`src/rtl/i2c_pkg.sv`:
```
// i2c_pkg: shared state encoding and bus constants for the I2C target.
package i2c_pkg;

    localparam int   I2C_ADDR_W = 7;
    localparam int   I2C_DATA_W = 8;
    localparam logic I2C_ACK    = 1'b0;
    localparam logic I2C_NACK   = 1'b1;

    typedef enum logic [2:0] {
        IDLE,
        ADDR,
        ADDR_ACK,
        WR_DATA,
        WR_ACK,
        RD_DATA,
        RD_ACK,
        WAIT_STOP
    } state_t;

endpackage

```
`src/rtl/i2c_line_sync.sv`:
```
// i2c_line_sync: synchronizes one bus line into clk and reports its level and
// single-cycle rise/fall strobes. With I2C_SLAVE_GLITCH_FILTER_EN defined, a
// level change is accepted only after three consecutive agreeing samples.
module i2c_line_sync #(
    parameter int SYNC_STAGES = 2
) (
    input  logic clk,
    input  logic reset,
    input  logic din,
    output logic level,
    output logic rise,
    output logic fall
);

    logic [SYNC_STAGES-1:0] sync_q;
    logic                   sync_out;
    logic                   prev_q;

    assign sync_out = sync_q[SYNC_STAGES-1];

    // Synchronizer chain; idles at the bus-released level.
    always_ff @(posedge clk or negedge reset) begin
        if (!reset) sync_q <= '1;
        else        sync_q <= {sync_q[SYNC_STAGES-2:0], din};
    end

`ifdef I2C_SLAVE_GLITCH_FILTER_EN
    logic [1:0] hist_q;

    // Sample history and last accepted level (doubles as edge reference).
    always_ff @(posedge clk or negedge reset) begin
        if (!reset) begin
            hist_q <= '1;
            prev_q <= 1'b1;
        end else begin
            hist_q <= {hist_q[0], sync_out};
            prev_q <= level;
        end
    end

    assign level = (sync_out == hist_q[0] && sync_out == hist_q[1]) ? sync_out : prev_q;
`else
    // Previous level for edge detection.
    always_ff @(posedge clk or negedge reset) begin
        if (!reset) prev_q <= 1'b1;
        else        prev_q <= level;
    end

    assign level = sync_out;
`endif

    assign rise = level & ~prev_q;
    assign fall = ~level & prev_q;

endmodule

```
`src/rtl/i2c_slave.sv`:
```
// i2c_slave: I2C target with 7-bit address match, write receive and read
// return over a split open-drain sda. Optional input glitch filter is enabled
// by defining I2C_SLAVE_GLITCH_FILTER_EN.
module i2c_slave
    import i2c_pkg::*;
#(
    parameter logic [I2C_ADDR_W-1:0] SLAVE_ADDR  = 7'h52,
    parameter int                    SYNC_STAGES = 2
) (
    input  logic                  clk,
    input  logic                  reset,
    input  logic                  scl_in,
    input  logic                  sda_in,
    output logic                  sda_oe,
    output logic [I2C_DATA_W-1:0] rx_data,
    output logic                  rx_valid,
    input  logic [I2C_DATA_W-1:0] tx_data,
    output logic                  tx_load,
    output logic                  rw_bit,
    output logic                  busy
);

    logic scl, scl_rise, scl_fall;
    logic sda, sda_rise, sda_fall;
    logic start, stop;

    i2c_line_sync #(.SYNC_STAGES(SYNC_STAGES)) u_scl_sync (
        .clk(clk), .reset(reset), .din(scl_in),
        .level(scl), .rise(scl_rise), .fall(scl_fall)
    );

    i2c_line_sync #(.SYNC_STAGES(SYNC_STAGES)) u_sda_sync (
        .clk(clk), .reset(reset), .din(sda_in),
        .level(sda), .rise(sda_rise), .fall(sda_fall)
    );

    assign start = sda_fall & scl;
    assign stop  = sda_rise & scl;

    state_t                  state, state_d;
    logic [2:0]              bit_cnt, bit_cnt_d;
    logic [I2C_DATA_W-1:0]   shift, shift_d;
    logic                    full, full_d;
    logic                    ack, ack_d;
    logic                    oe_d, rx_valid_d, tx_load_d, rw_d, busy_d;
    logic [I2C_DATA_W-1:0]   rx_data_d;

    // State and output registers.
    always_ff @(posedge clk or negedge reset) begin
        if (!reset) begin
            state    <= IDLE;
            bit_cnt  <= '0;
            shift    <= '0;
            full     <= 1'b0;
            ack      <= I2C_NACK;
            sda_oe   <= 1'b0;
            rx_data  <= '0;
            rx_valid <= 1'b0;
            tx_load  <= 1'b0;
            rw_bit   <= 1'b0;
            busy     <= 1'b0;
        end else begin
            state    <= state_d;
            bit_cnt  <= bit_cnt_d;
            shift    <= shift_d;
            full     <= full_d;
            ack      <= ack_d;
            sda_oe   <= oe_d;
            rx_data  <= rx_data_d;
            rx_valid <= rx_valid_d;
            tx_load  <= tx_load_d;
            rw_bit   <= rw_d;
            busy     <= busy_d;
        end
    end

    // Next-state and output logic; START/STOP override every state.
    always_comb begin
        state_d    = state;
        bit_cnt_d  = bit_cnt;
        shift_d    = shift;
        full_d     = full;
        ack_d      = ack;
        oe_d       = sda_oe;
        rx_data_d  = rx_data;
        rx_valid_d = 1'b0;
        tx_load_d  = 1'b0;
        rw_d       = rw_bit;
        busy_d     = busy;

        if (start) begin
            state_d   = ADDR;
            bit_cnt_d = '0;
            full_d    = 1'b0;
            oe_d      = 1'b0;
        end else if (stop) begin
            state_d = IDLE;
            busy_d  = 1'b0;
            full_d  = 1'b0;
            oe_d    = 1'b0;
        end else begin
            case (state)
                IDLE: ;
                ADDR: begin
                    if (scl_rise) begin
                        shift_d   = {shift[I2C_DATA_W-2:0], sda};
                        bit_cnt_d = bit_cnt + 3'd1;
                        if (bit_cnt == 3'd7) full_d = 1'b1;
                    end else if (scl_fall && full) begin
                        full_d = 1'b0;
                        if (shift[I2C_DATA_W-1:1] == SLAVE_ADDR) begin
                            oe_d    = 1'b1;
                            rw_d    = shift[0];
                            busy_d  = 1'b1;
                            state_d = ADDR_ACK;
                        end else begin
                            busy_d  = 1'b0;
                            state_d = WAIT_STOP;
                        end
                    end
                end
                ADDR_ACK: begin
                    if (scl_fall) begin
                        bit_cnt_d = '0;
                        if (rw_bit) begin
                            tx_load_d = 1'b1;
                            shift_d   = tx_data;
                            oe_d      = ~tx_data[I2C_DATA_W-1];
                            state_d   = RD_DATA;
                        end else begin
                            oe_d    = 1'b0;
                            state_d = WR_DATA;
                        end
                    end
                end
                WR_DATA: begin
                    if (scl_rise) begin
                        shift_d   = {shift[I2C_DATA_W-2:0], sda};
                        bit_cnt_d = bit_cnt + 3'd1;
                        if (bit_cnt == 3'd7) begin
                            full_d     = 1'b1;
                            rx_data_d  = {shift[I2C_DATA_W-2:0], sda};
                            rx_valid_d = 1'b1;
                        end
                    end else if (scl_fall && full) begin
                        full_d  = 1'b0;
                        oe_d    = 1'b1;
                        state_d = WR_ACK;
                    end
                end
                WR_ACK: begin
                    if (scl_fall) begin
                        oe_d    = 1'b0;
                        state_d = WR_DATA;
                    end
                end
                RD_DATA: begin
                    if (scl_fall) begin
                        if (bit_cnt == 3'd7) begin
                            oe_d      = 1'b0;
                            bit_cnt_d = '0;
                            ack_d     = I2C_NACK;
                            state_d   = RD_ACK;
                        end else begin
                            shift_d   = {shift[I2C_DATA_W-2:0], 1'b0};
                            oe_d      = ~shift[I2C_DATA_W-2];
                            bit_cnt_d = bit_cnt + 3'd1;
                        end
                    end
                end
                RD_ACK: begin
                    if (scl_rise) begin
                        ack_d = sda;
                    end else if (scl_fall) begin
                        if (ack == I2C_ACK) begin
                            tx_load_d = 1'b1;
                            shift_d   = tx_data;
                            oe_d      = ~tx_data[I2C_DATA_W-1];
                            state_d   = RD_DATA;
                        end else begin
                            oe_d    = 1'b0;
                            state_d = WAIT_STOP;
                        end
                    end
                end
                WAIT_STOP: oe_d = 1'b0;
                default:   state_d = IDLE;
            endcase
        end
    end

endmodule

```
`config.mk`:
```
export PLATFORM = sky130hd
export DESIGN_NAME = i2c_slave
export DESIGN_NICKNAME = d
export VERILOG_FILES = /design/src/rtl/i2c_pkg.sv /design/src/rtl/i2c_line_sync.sv /design/src/rtl/i2c_slave.sv
export SDC_FILE = /design/constraint.sdc
export NUM_CORES = 1
export LEC_CHECK = 0
export CELL_PAD_IN_SITES_DETAIL_PLACEMENT = 2
export CELL_PAD_IN_SITES_GLOBAL_PLACEMENT = 2
export CORE_ASPECT_RATIO = 0.5
export CORE_MARGIN = 5
export CORE_UTILIZATION = 35
export DETAILED_ROUTE_END_ITERATION = 6
export PLACE_DENSITY = 0.85
export SLEW_MARGIN = 20
export SYNTH_ARGS = -nofsm -noshare
export SYNTH_HDL_FRONTEND = slang
export SYNTH_SLANG_ARGS = --single-unit
```
`constraint.sdc`:
```
create_clock -name clk -period 2.3 [get_ports clk]
set_input_delay 0.46 -clock clk [delete_from_list [all_inputs] [get_ports clk]]
set_output_delay 0.46 -clock clk [all_outputs]
set_load 0.05 [all_outputs]
```
==> results of run 1 <==
[per-stage QoR]
step                      area (um^2)  hold WS [ns]
after floorplan                  1820         0.164
after global placement           2180         0.346
after detailed placement         2180         0.349
after CTS                        2290         0.361
after global routing             2290         0.367
final                            2290         0.358
[power breakdown]
part / internal [mW] / leakage [nW] / switching [mW]
Sequential: 0.725 / 0.441 / 0.120
Combinational: 0.228 / 0.504 / 0.240
Clock: 0.324 / 0.0514 / 0.256
Total: 1.28 / 0.997 / 0.616
[path summary, 6_finish.rpt]
path | startpoint | endpoint | slack, ns | cells past startpoint
max reg2reg | state[1] | shift[7] | 0.15 | 6
min in group asynchronous | reset | shift[3] | 0.59 | 2
min | u_scl_sync.sync_q[0] | u_scl_sync.sync_q[1] | 0.36 | 0
min reg2reg | u_scl_sync.sync_q[0] | u_scl_sync.sync_q[1] | 0.36 | 0
max in group asynchronous | reset | u_scl_sync.sync_q[0] | 1.36 | 2
max | state[1] | shift[7] | 0.15 | 6
[cell type report]
cell class	count	area, um^2
tap	70	87.6
clock buffer	6	72.6
inverter	7	26.3
sequential	35	885
multi-input combinational	115	873
clock inverter	2	37.5
fill	507	2690
timing repair buffer	33	308
[flip-flops by register name, summed over array words and instances (netlist names), 2 cells and up]
register / cells
rx_data: 8
shift: 8
bit_cnt: 3
state: 3
u_scl_sync.sync_q: 2
u_sda_sync.sync_q: 2
[critical path: cells and delay by family (launching register included)]
family | cells | cell delay, ns
AND/OR/NAND/NOR | 2 | 0.46
flip-flops | 1 | 0.56
multiplexers | 1 | 0.39
AO/OA/AOI/OAI | 2 | 0.37
buffers and inverters | 1 | 0.26
[metal layers]
layer  vias up  wire length, um
met5         -                0
met4         0              133
met3        12              223
met2        44             3170
met1       802             2730
li1        660                -
[cells in the mapped netlist (2+ instances only)]
master | count | area [um^2]
dfrtp_1 | 28 | 701
a22oi_1 | 3 | 22.5
a31oi_1 | 3 | 18.8
nand2b_1 | 6 | 37.5
buf_2 | 3 | 15.0
mux2_2 | 25 | 282
dfstp_2 | 7 | 184
o22ai_1 | 3 | 18.8
and3_1 | 4 | 25.0
nand2_1 | 10 | 37.5
o21ai_0 | 7 | 35.0
ha_1 | 2 | 25.0
nand3_1 | 3 | 15.0
nor2b_1 | 3 | 18.8
clkbuf_1 | 4 | 15.0
inv_1 | 7 | 26.3
nor2_1 | 10 | 37.5
nor3_1 | 2 | 10.0
a21oi_1 | 7 | 35.0
[cells by family after synthesis]
kind of cell | after synthesis | synth area share (%)
adder cells (fa/ha/maj) | 3 | 1.93
multiplexers | 26 | 16.1
flip-flops | 35 | 48.7
buffers and inverters | 15 | 3.31
AO/OA/AOI/OAI | 38 | 14.6
XOR/XNOR | 1 | 0.483
AND/OR/NAND/NOR | 47 | 14.9
==> results, run 1 <==
- The flow ran to the end, and the final reports show no timing, DRC or antenna violations.
- In the final routed layout, each cell accounts on average for 23.3 um.
- The final critical-path share of the clock period is 93.3%.
- The slowest stage of the critical path belongs to the cell dfrtp_1.
- Traced cell by cell, the critical path runs through buf_4 > nand2b_1 > o22ai_1 > o2bb2ai_1 > nand4_2 > mux2_2.
- The first-pass GRT wire length is 10.0 mm.
- For this block, the routed nets add up to 6.26 mm of wire.
- Of the cells placed in the final design, the portion with a size suffix greater than 1 is 28.3%.
- Excluding fillers, the count of instances in the completed layout stands at 268.
- The area growth from synthesis to layout is 26.1%.
- The total global routing overflow is 0.
- The post-synthesis instance area is 1820 um^2.
- The pin count of the biggest net entering global routing is 36.
- The maximum vdd ir drop is 0.000431 V.
- The worst setup path is captured at a register.
- The most used routing layer is met2.
- At the pin with the least slew margin, the transition time is 0.537 ns.
- The number of antenna violations at the first check in global routing is 0.
- For this run, the leading register cell type out of synthesis is dfrtp_1.
- The post-synth net total is 179.
- The H-tree was split into 2 levels.
- The last weighted congestion value of the routability-driven placer is 0.885.
- The utilization after layout is 46.0%.
- The met2 global-route usage is 37.1%.
- The number of DRC violations after detailed routing is 0.
- The number of clock buffers added by TritonCTS is 5.
- The detailed-route vias per instance is 5.66.
- On the worst path, the slowest cell contributes a delay of 0.56 ns.
- The number of clock sinks is 35.
- The net count of the finished layout is 211.
- Setup repair after global routing left no endpoint under its margin.
- The number of hold buffers added after cts is 0.
- The Yosys step of the flow raised 0 warnings.
- The post-synthesis instance total is 165.
- For this configuration, the core starts out at a cell density of 36.5%.
- The detailed router finished its first iteration with 77 violations.
- Adding up every negative setup slack in the final design gives 0 ns.
- The number of synthesized register bits is 35.
- The kind of start point of the critical path is a register.
- The number of global-route vias before repair came to 1,681.
- STA puts the critical path data arrival time at 2.34 ns.
- The count of placed standard cells including taps is 260.
- The fmax is 466 MHz.
- After floorplanning, the core was divided into 18 placement rows.
- In this run the remaining antenna-violating nets after routing total 0.
- The count of antenna diodes in the layout is 0.
- In this run the count of I/O pins placed on the die edge is 25.
- The area of the die is 6810 um^2.
- Counting along the longest clock path gives a buffer depth of 2.
- Global routing consumed, on the met1 layer, 23.8% of the routing resources.
- The number of failing hold endpoints at the final stage is 0.
- For this run, the register share of the synthesized area comes to 48.7%.
- Leaving out fill and tap cells, the most frequent cell in the layout is dfrtp_1.
- The core outline area is 4980 um^2.
- The fraction of registers with async set/reset is 100%.
- The die height is 60.9 um.
- In this run the static leakage power is 0.997 nW.
- A synthesized cell averages 11.0 um^2.
- The minimum period implied by the final worst setup slack is 2.15 ns.
- The overall power is 1.89 mW.
- The number of vias in the routed layout is 1,518.
- The half-perimeter wire length after placement is 4.06 mm.
- Counting distinct cell types in the post-synthesis netlist gives 47.
- The clock transition at the register clock pins on the worst setup and hold paths after CTS is 0.08 ns.
- The first TritonRoute pass finished after 4 iterations.
- The post-route clock skew is 0.0121 ns.
- From left edge to right edge, the die measures 112 um.
- The met3 usage is 3.39%.
- The path class of the tightest hold or removal check is reg -> reg.
- The setup slack at placement is 0.0641 ns.
- In the layout the commonest cells are dfrtp_1, mux2_2, clkdlybuf4s50_1, nand2_1, nor2_1.
- Setup violations remaining at the end of the flow were counted as 0.
- The max-slew violation count came to 0.
- The number of post-CTS setup repair buffers is 0.
- CTS placed an instance of clkbuf_8 at the clock tree root.
- Headroom to the max-slew limit came out at 64.0%.
- The reported max-cap violation count is 0.
- The required time of the critical path is 2.49 ns.
- Setup slack on the critical path of the routed design comes to 0.153 ns.
- In this run the power density over the cells is 827 nW/um^2.
- The number of flops mapped to enable cells by yosys is 0.
- The CTS tree is built.
- The total track usage is 19.9%.
- The later pin in the worst-skew pair is clocked with a latency of 0.31 ns.
- The count of port buffers added during placement is 24.
- The critical path class is reg -> reg.
- The maximum net fanout on the critical path is 15.
- The number of gates resized after CTS was 1.
No activity file was read; power rests on OpenSTA's default activity.
==> run 2, diff against run 1 <==
--- a/config.mk
+++ b/config.mk
@@ -11,7 +11,7 @@
 export CORE_MARGIN = 5
 export CORE_UTILIZATION = 35
 export DETAILED_ROUTE_END_ITERATION = 6
-export PLACE_DENSITY = 0.85
+export PLACE_DENSITY = 0.81
 export SLEW_MARGIN = 20
 export SYNTH_ARGS = -nofsm -noshare
 export SYNTH_HDL_FRONTEND = slang
==> results, run 2 (same netlist as run 1, synthesis figures left out) <==
- The flow ran to the end, and the final reports show no timing, DRC or antenna violations.
- The number of post-CTS setup repair buffers came to 0 (unchanged).
- The number of cells on the worst hold path is 0 (unchanged).
- The worst slack on hold paths is 0.357 ns (-0.00166 ns).
- The detailed-route vias per instance was 5.41 (-4.5%).
- The number of gates resized after cts is 0 (-1).
- The post-route clock skew came to 0.00562 ns (-0.00649 ns).
- The number of failing hold endpoints at the final stage came to 0 (unchanged).
- The switching share of power is 30.9% (-1.6 points).
- The number of DRC violations after detailed routing was 0 (unchanged).
- The number of placement rows came to 18 (unchanged).
- The worst setup slack for register-to-register paths is 0.22 ns (+0.07 ns).
- The endpoint identified for the worst register-to-register timing path is bit_cnt[0].
- The maximum vdd ir drop was 0.000323 V (-25%).
- The power density over cell area is 803 nW/um^2 (-2.9%).
- The pin count of the biggest net entering global routing came to 36 (unchanged).
- The library cells used most frequently in the layout, excluding fill and tap cells, are dfrtp_1, mux2_2, clkdlybuf4s50_1.
- The tightest min-delay check is of the reg -> reg type.
- The part of the power in registers is 45.2% (+0.5 points).
- The number of buffers created by CTS came to 5 (unchanged).
- The total I/O pin count is 25 (unchanged).
- The half-perimeter wire length after placement was 3.81 mm (-6.0%).
- The number of hold buffers added after cts is 0 (unchanged).
- The commonest non-fill, non-tap cell in the layout is dfrtp_1.
- The clock transition at the register clock pins on the worst setup and hold paths after CTS is 0.08 ns (about the same).
- The max-slew violation count was 0 (unchanged).
- In this run the worst setup path begins at state[2].
- The first-pass iteration count of the detailed router is 4 (unchanged).
- The number of global-route vias before repair came to 1,661 (-1.2%).
- The start of the worst register-to-register path is state[2].
- The internal power contribution is 1.27 mW (-0.33%).
- The initial standard-cell utilization of the core is 36.5% (unchanged).
- The minimum period implied by the final worst setup slack is 2.08 ns (-0.0676 ns).
- The net total in the final layout is 212 (+0.47%).
- The number of clock sinks is 35 (unchanged).
- The summed area of non-filler cells in the final layout is 2290 um^2 (+0.22%).
- The total track usage came to 17.2% (-2.8 points).
- The routed length per placed instance is 19.7 um (-16%).
- The worst relative slew slack was 61.6% (-2.4 points).
- The worst reg2reg path depth is 5 (-1).
- The total global routing overflow is 0 (unchanged).
- The final critical-path share of the clock period is 90.4% (-2.9 points).
- The total routed wirelength is 5.30 mm (-15%).
- The logic gate share of total power is 24.0% (-0.7 points).
- The number of antenna violations at the first check in global routing came to 0 (unchanged).
- The last weighted congestion value of the routability-driven placer is 0.780 (-12%).
- The fmax is 481 MHz (+3.2%).
- The count of antenna diodes in the layout is 0 (unchanged).
- The count of port buffers added during placement is 24 (unchanged).
- The accumulated negative setup slack is 0 ns (unchanged).
- The later-pin clock latency in the skew report is 0.29 ns (-0.02 ns).
- The number of H-tree levels is 2 (unchanged).
- TritonCTS built the clock tree.
- The starting DRC count in detailed routing is 23 (-70%).
- The worst endpoint data arrival time is 2.26 ns (-0.08 ns).
- The root buffer cell chosen for the clock tree is clkbuf_8.
- The total placed instance area is 2180 um^2 (+0.34%).
- The first-pass GRT wire length is 8.88 mm (-11%).
- In this run the worst setup path terminates at bit_cnt[0].
- The core outline area is 4980 um^2 (unchanged).
- Setup repair after global routing left no endpoint under its margin.
- The required time of the critical path was 2.48 ns (about the same).
- The largest registers in the layout are rx_data (8), shift (8).
- The width of the die was 112 um (unchanged).
- The leakage power is 1.00 nW (+0.41%).
- The share of layout cells above drive strength 1 is 28.1% (-0.14 points).
- The transition at the pin with the smallest max-transition slack is 0.572 ns (+0.0351 ns).
- By startpoint and endpoint, the worst setup path is classified as reg -> reg.
- The area added between synthesis and finish is 26.4%.
- The clock share of power is 30.8% (+0.2 points).
- The die height was 60.9 um (unchanged).
- The area of the die is 6810 um^2 (unchanged).
- The reported max-cap violation count is 0 (unchanged).
- The maximum net fanout on the critical path came to 8 (-7).
- The worst setup path is captured at a register.
- The number of buffers between clock root and the deepest sink came to 2 (unchanged).
- The number of vias in the routed layout is 1,455 (-4.2%).
- The number of routed nets with antenna violations was 0 (unchanged).
- The final setup violation count is 0 (unchanged).
- The worst setup path is launched from a register.
- The total net switching power is 0.570 mW (-7.6%).
-- run 2: how the worst min path moves through the flow --
stage | startpoint | end | slack [ns]
detailed placement | u_scl_sync.sync_q[0] | u_scl_sync.sync_q[1] | 0.35
CTS | u_scl_sync.sync_q[0] | u_scl_sync.sync_q[1] | 0.36
floorplan | reset | bit_cnt[0] | 0.16
global route | u_scl_sync.sync_q[0] | u_scl_sync.sync_q[1] | 0.36
global placement | u_scl_sync.sync_q[0] | u_scl_sync.sync_q[1] | 0.35
finish | u_scl_sync.sync_q[0] | u_scl_sync.sync_q[1] | 0.36
-- run 2: critical path: stages, from the launching register on --
cell	delay (ns)
dfrtp_1	0.54
or2b_2	0.25
nor2_1	0.09
maj3_1	0.36
a22oi_1	0.34
mux2_2	0.39
-- run 2: routing by layer --
layer	GRT usage, %	vias up	wire [um]
met3	3.29	11	140
met4	8.49	0	114
met1	22.1	747	2510
met2	28.6	30	2530
li1	-	667	-
met5	0	-	0
-- run 2: final cells by class --
cell class | instances | area, um^2
multi-input cells | 115 | 871
well taps | 70 | 87.6
fillers | 520 | 2680
clock inverters | 2 | 37.5
repair buffers | 34 | 315
inverters | 7 | 26.3
flip-flops and latches | 35 | 885
clock buffers | 6 | 72.6
-- run 2: per-stage QoR --
stage / util (%) / setup slack, ns / total power [mW] / std cells
6_report: 46.1 / 0.221 / 1.84 / 269
5_1_grt: 46.1 / 0.0959 / 1.95 / 269
4_1_cts: 46.1 / 0.233 / 1.86 / 269
3_5_place_dp: 43.9 / 0.252 / 1.28 / 261
3_3_place_gp: 43.9 / 0.329 / 1.25 / 261
2_1_floorplan: - / 0.396 / 1.11 / 165
-- run 2: power groups by stage --
stage               Sequential (mW)  Combinational, mW  Clock (mW)
floorplan                     0.808              0.304           0
global placement              0.831              0.417           0
detailed placement            0.841              0.439           0
CTS                           0.832              0.447       0.583
global route                  0.849              0.488       0.612
finish                        0.833              0.443       0.567
==> variant: new RTL, settings of run 1 <==
The 8 states of `state_t` get a one-hot encoding in 8 bits.
--- a/src/rtl/i2c_pkg.sv
+++ b/src/rtl/i2c_pkg.sv
@@ -6,15 +6,15 @@
     localparam logic I2C_ACK    = 1'b0;
     localparam logic I2C_NACK   = 1'b1;
 
-    typedef enum logic [2:0] {
-        IDLE,
-        ADDR,
-        ADDR_ACK,
-        WR_DATA,
-        WR_ACK,
-        RD_DATA,
-        RD_ACK,
-        WAIT_STOP
+    typedef enum logic [7:0] {
+        IDLE      = 8'b00000001,
+        ADDR      = 8'b00000010,
+        ADDR_ACK  = 8'b00000100,
+        WR_DATA   = 8'b00001000,
+        WR_ACK    = 8'b00010000,
+        RD_DATA   = 8'b00100000,
+        RD_ACK    = 8'b01000000,
+        WAIT_STOP = 8'b10000000
     } state_t;
 
 endpackage
Behaviour: no difference found for any inputs over 10 cycles, from zero or initial values and one cycle with reset low; not proved beyond that.
==> variant against run 1 <==
Sequential cell count up 5. Routed wire length up 34%. Core utilization up 2.0 points. Total power up 30%. Cell area up 29%. Sequential power up 13%. Synthesized area up 23%. Worst setup slack worse by 0.083 ns. Largest cell class is now multi-input combinational cells. Highest routed layer unchanged.
==> variant: results (changes against run 1) <==
• **Peak supply drop** 0.5146 mV, was 0.4313 mV
• **worst hold margin** 0.2945 ns, was 0.3585 ns
• **maximum number of pins on one net before global-route repair** 41, was 36
• **post-detailed-routing wire length** 8387 um, was 6255 um
• **clock insertion delay at the later pin of the skew report** 0.29 ns, was 0.31 ns
• **worst reg2reg setup slack** 0.07 ns, was 0.15 ns
• **cell count after placement** 316, was 260
• **arithmetic-cell share of the synthesized area counting full adders, half adders and majority gates** 1.567%, was 1.930%
• **Post-Synthesis Net Count** 209, was 179
• **xor/xnor cell area share of the yosys netlist** 1.175%, was 0.4824%
• **worst setup slack before clock tree synthesis** -0.05218 ns, was 0.06408 ns
• **complex-gate fraction of the synthesized area** 17.85%, was 14.61%
• **leakage** 1.302 nW, was 0.9967 nW
• **status** finished, final reports clean, unchanged
• **M1 WL** 3577 um, was 2729 um
• **largest registers** rx_data (8), shift (8), state (8), was rx_data (8), shift (8)
• **share of the yosys chip area belonging to registers** 45.22%, was 48.73%
• **Routed met3 length** 352 um, was 223 um
• **worst slew margin relative to its limit** 40.05%, was 63.99%
• **first-pass GRT wire length** 12790 um, was 10010 um
• **Cells after Synth** 195, was 165
• **footprint of the multi-input gates** 0.001219 mm^2, was 873.3 um^2
• **combinational cell fraction of total power** 27.7%, was 24.7%
• **via total after detailed routing** 1884, was 1518
• **library cell used as clock root buffer** sky130_fd_sc_hd__clkbuf_16, was sky130_fd_sc_hd__clkbuf_8
• **number of instances resized during post-cts repair** 0, was 1
• **global-route usage over all layers** 21.33%, was 19.92%
• **top area cells in the synthesized netlist** sky130_fd_sc_hd__dfrtp_1 36%, sky130_fd_sc_hd__dfstp_2 9.4%, sky130_fd_sc_hd__mux2_2 8.6%, was sky130_fd_sc_hd__dfrtp_1 39%, sky130_fd_sc_hd__mux2_2 16%, sky130_fd_sc_hd__dfstp_2 10%
• **clock-pin slew of the registers on the worst-case setup and hold paths** 0.06 ns, was 0.08 ns
• **non-filler instance count after layout** 331, was 268
• **proportion of layout cells with a drive suffix above 1** 36.63%, was 28.28%
• **share of total power consumed by net switching** 32.42%, was 32.54%
• **power share of the clock group** 33.5%, was 30.6%
• **top cell types by occurrence after synthesis** 32 x sky130_fd_sc_hd__dfrtp_1, 18 x sky130_fd_sc_hd__nor2_1, 17 x sky130_fd_sc_hd__mux2_2, 13 x sky130_fd_sc_hd__a21oi_1, was 28 x sky130_fd_sc_hd__dfrtp_1, 25 x sky130_fd_sc_hd__mux2_2, 10 x sky130_fd_sc_hd__nand2_1, 10 x sky130_fd_sc_hd__nor2_1
• **Int Power** 1.658 mW, was 1.277 mW
• **highest attainable clock frequency** 0.4485 GHz, was 0.4658 GHz
• **Critical Path AT** 2.41 ns, was 2.34 ns
• **post-synthesis mux area share** 13.93%, was 16.06%
• **number of fill cells** 600, was 507
• **buffers inserted during post-CTS setup optimization** 1, was 0
• **number of global-route vias before repair** 2129, was 1681
• **met2 WL post-DR** 4320 um, was 3168 um
• **Max FO, Critical Path** 8, was 15
• **placer congestion estimate** 0.8698, was 0.8845
variant: area by class of cell:
type	instances	share of cell area (%)
multi-input cells	148	41.41
repair buffers	46	14.46
clock buffers	5	4.252
inverters	1	0.1276
flip-flops and latches	40	34.44
well taps	88	3.742
clock inverters	3	1.573
variant: worst max-delay path, stage by stage, from the launching register on:
cell	delay, ns
sky130_fd_sc_hd__dfrtp_1	0.50
sky130_fd_sc_hd__nor4_4	0.38
sky130_fd_sc_hd__and3_1	0.30
sky130_fd_sc_hd__a21oi_4	0.07
sky130_fd_sc_hd__nand2_2	0.20
sky130_fd_sc_hd__mux2_2	0.39
sky130_fd_sc_hd__mux2_4	0.28
variant: layer usage:
layer / vias to the layer above / global-route usage (%)
li1: 833 / -
met3: 15 / 2.969
met5: - / 0
met2: 61 / 39.36
met4: 0 / 5.379
met1: 975 / 26.47
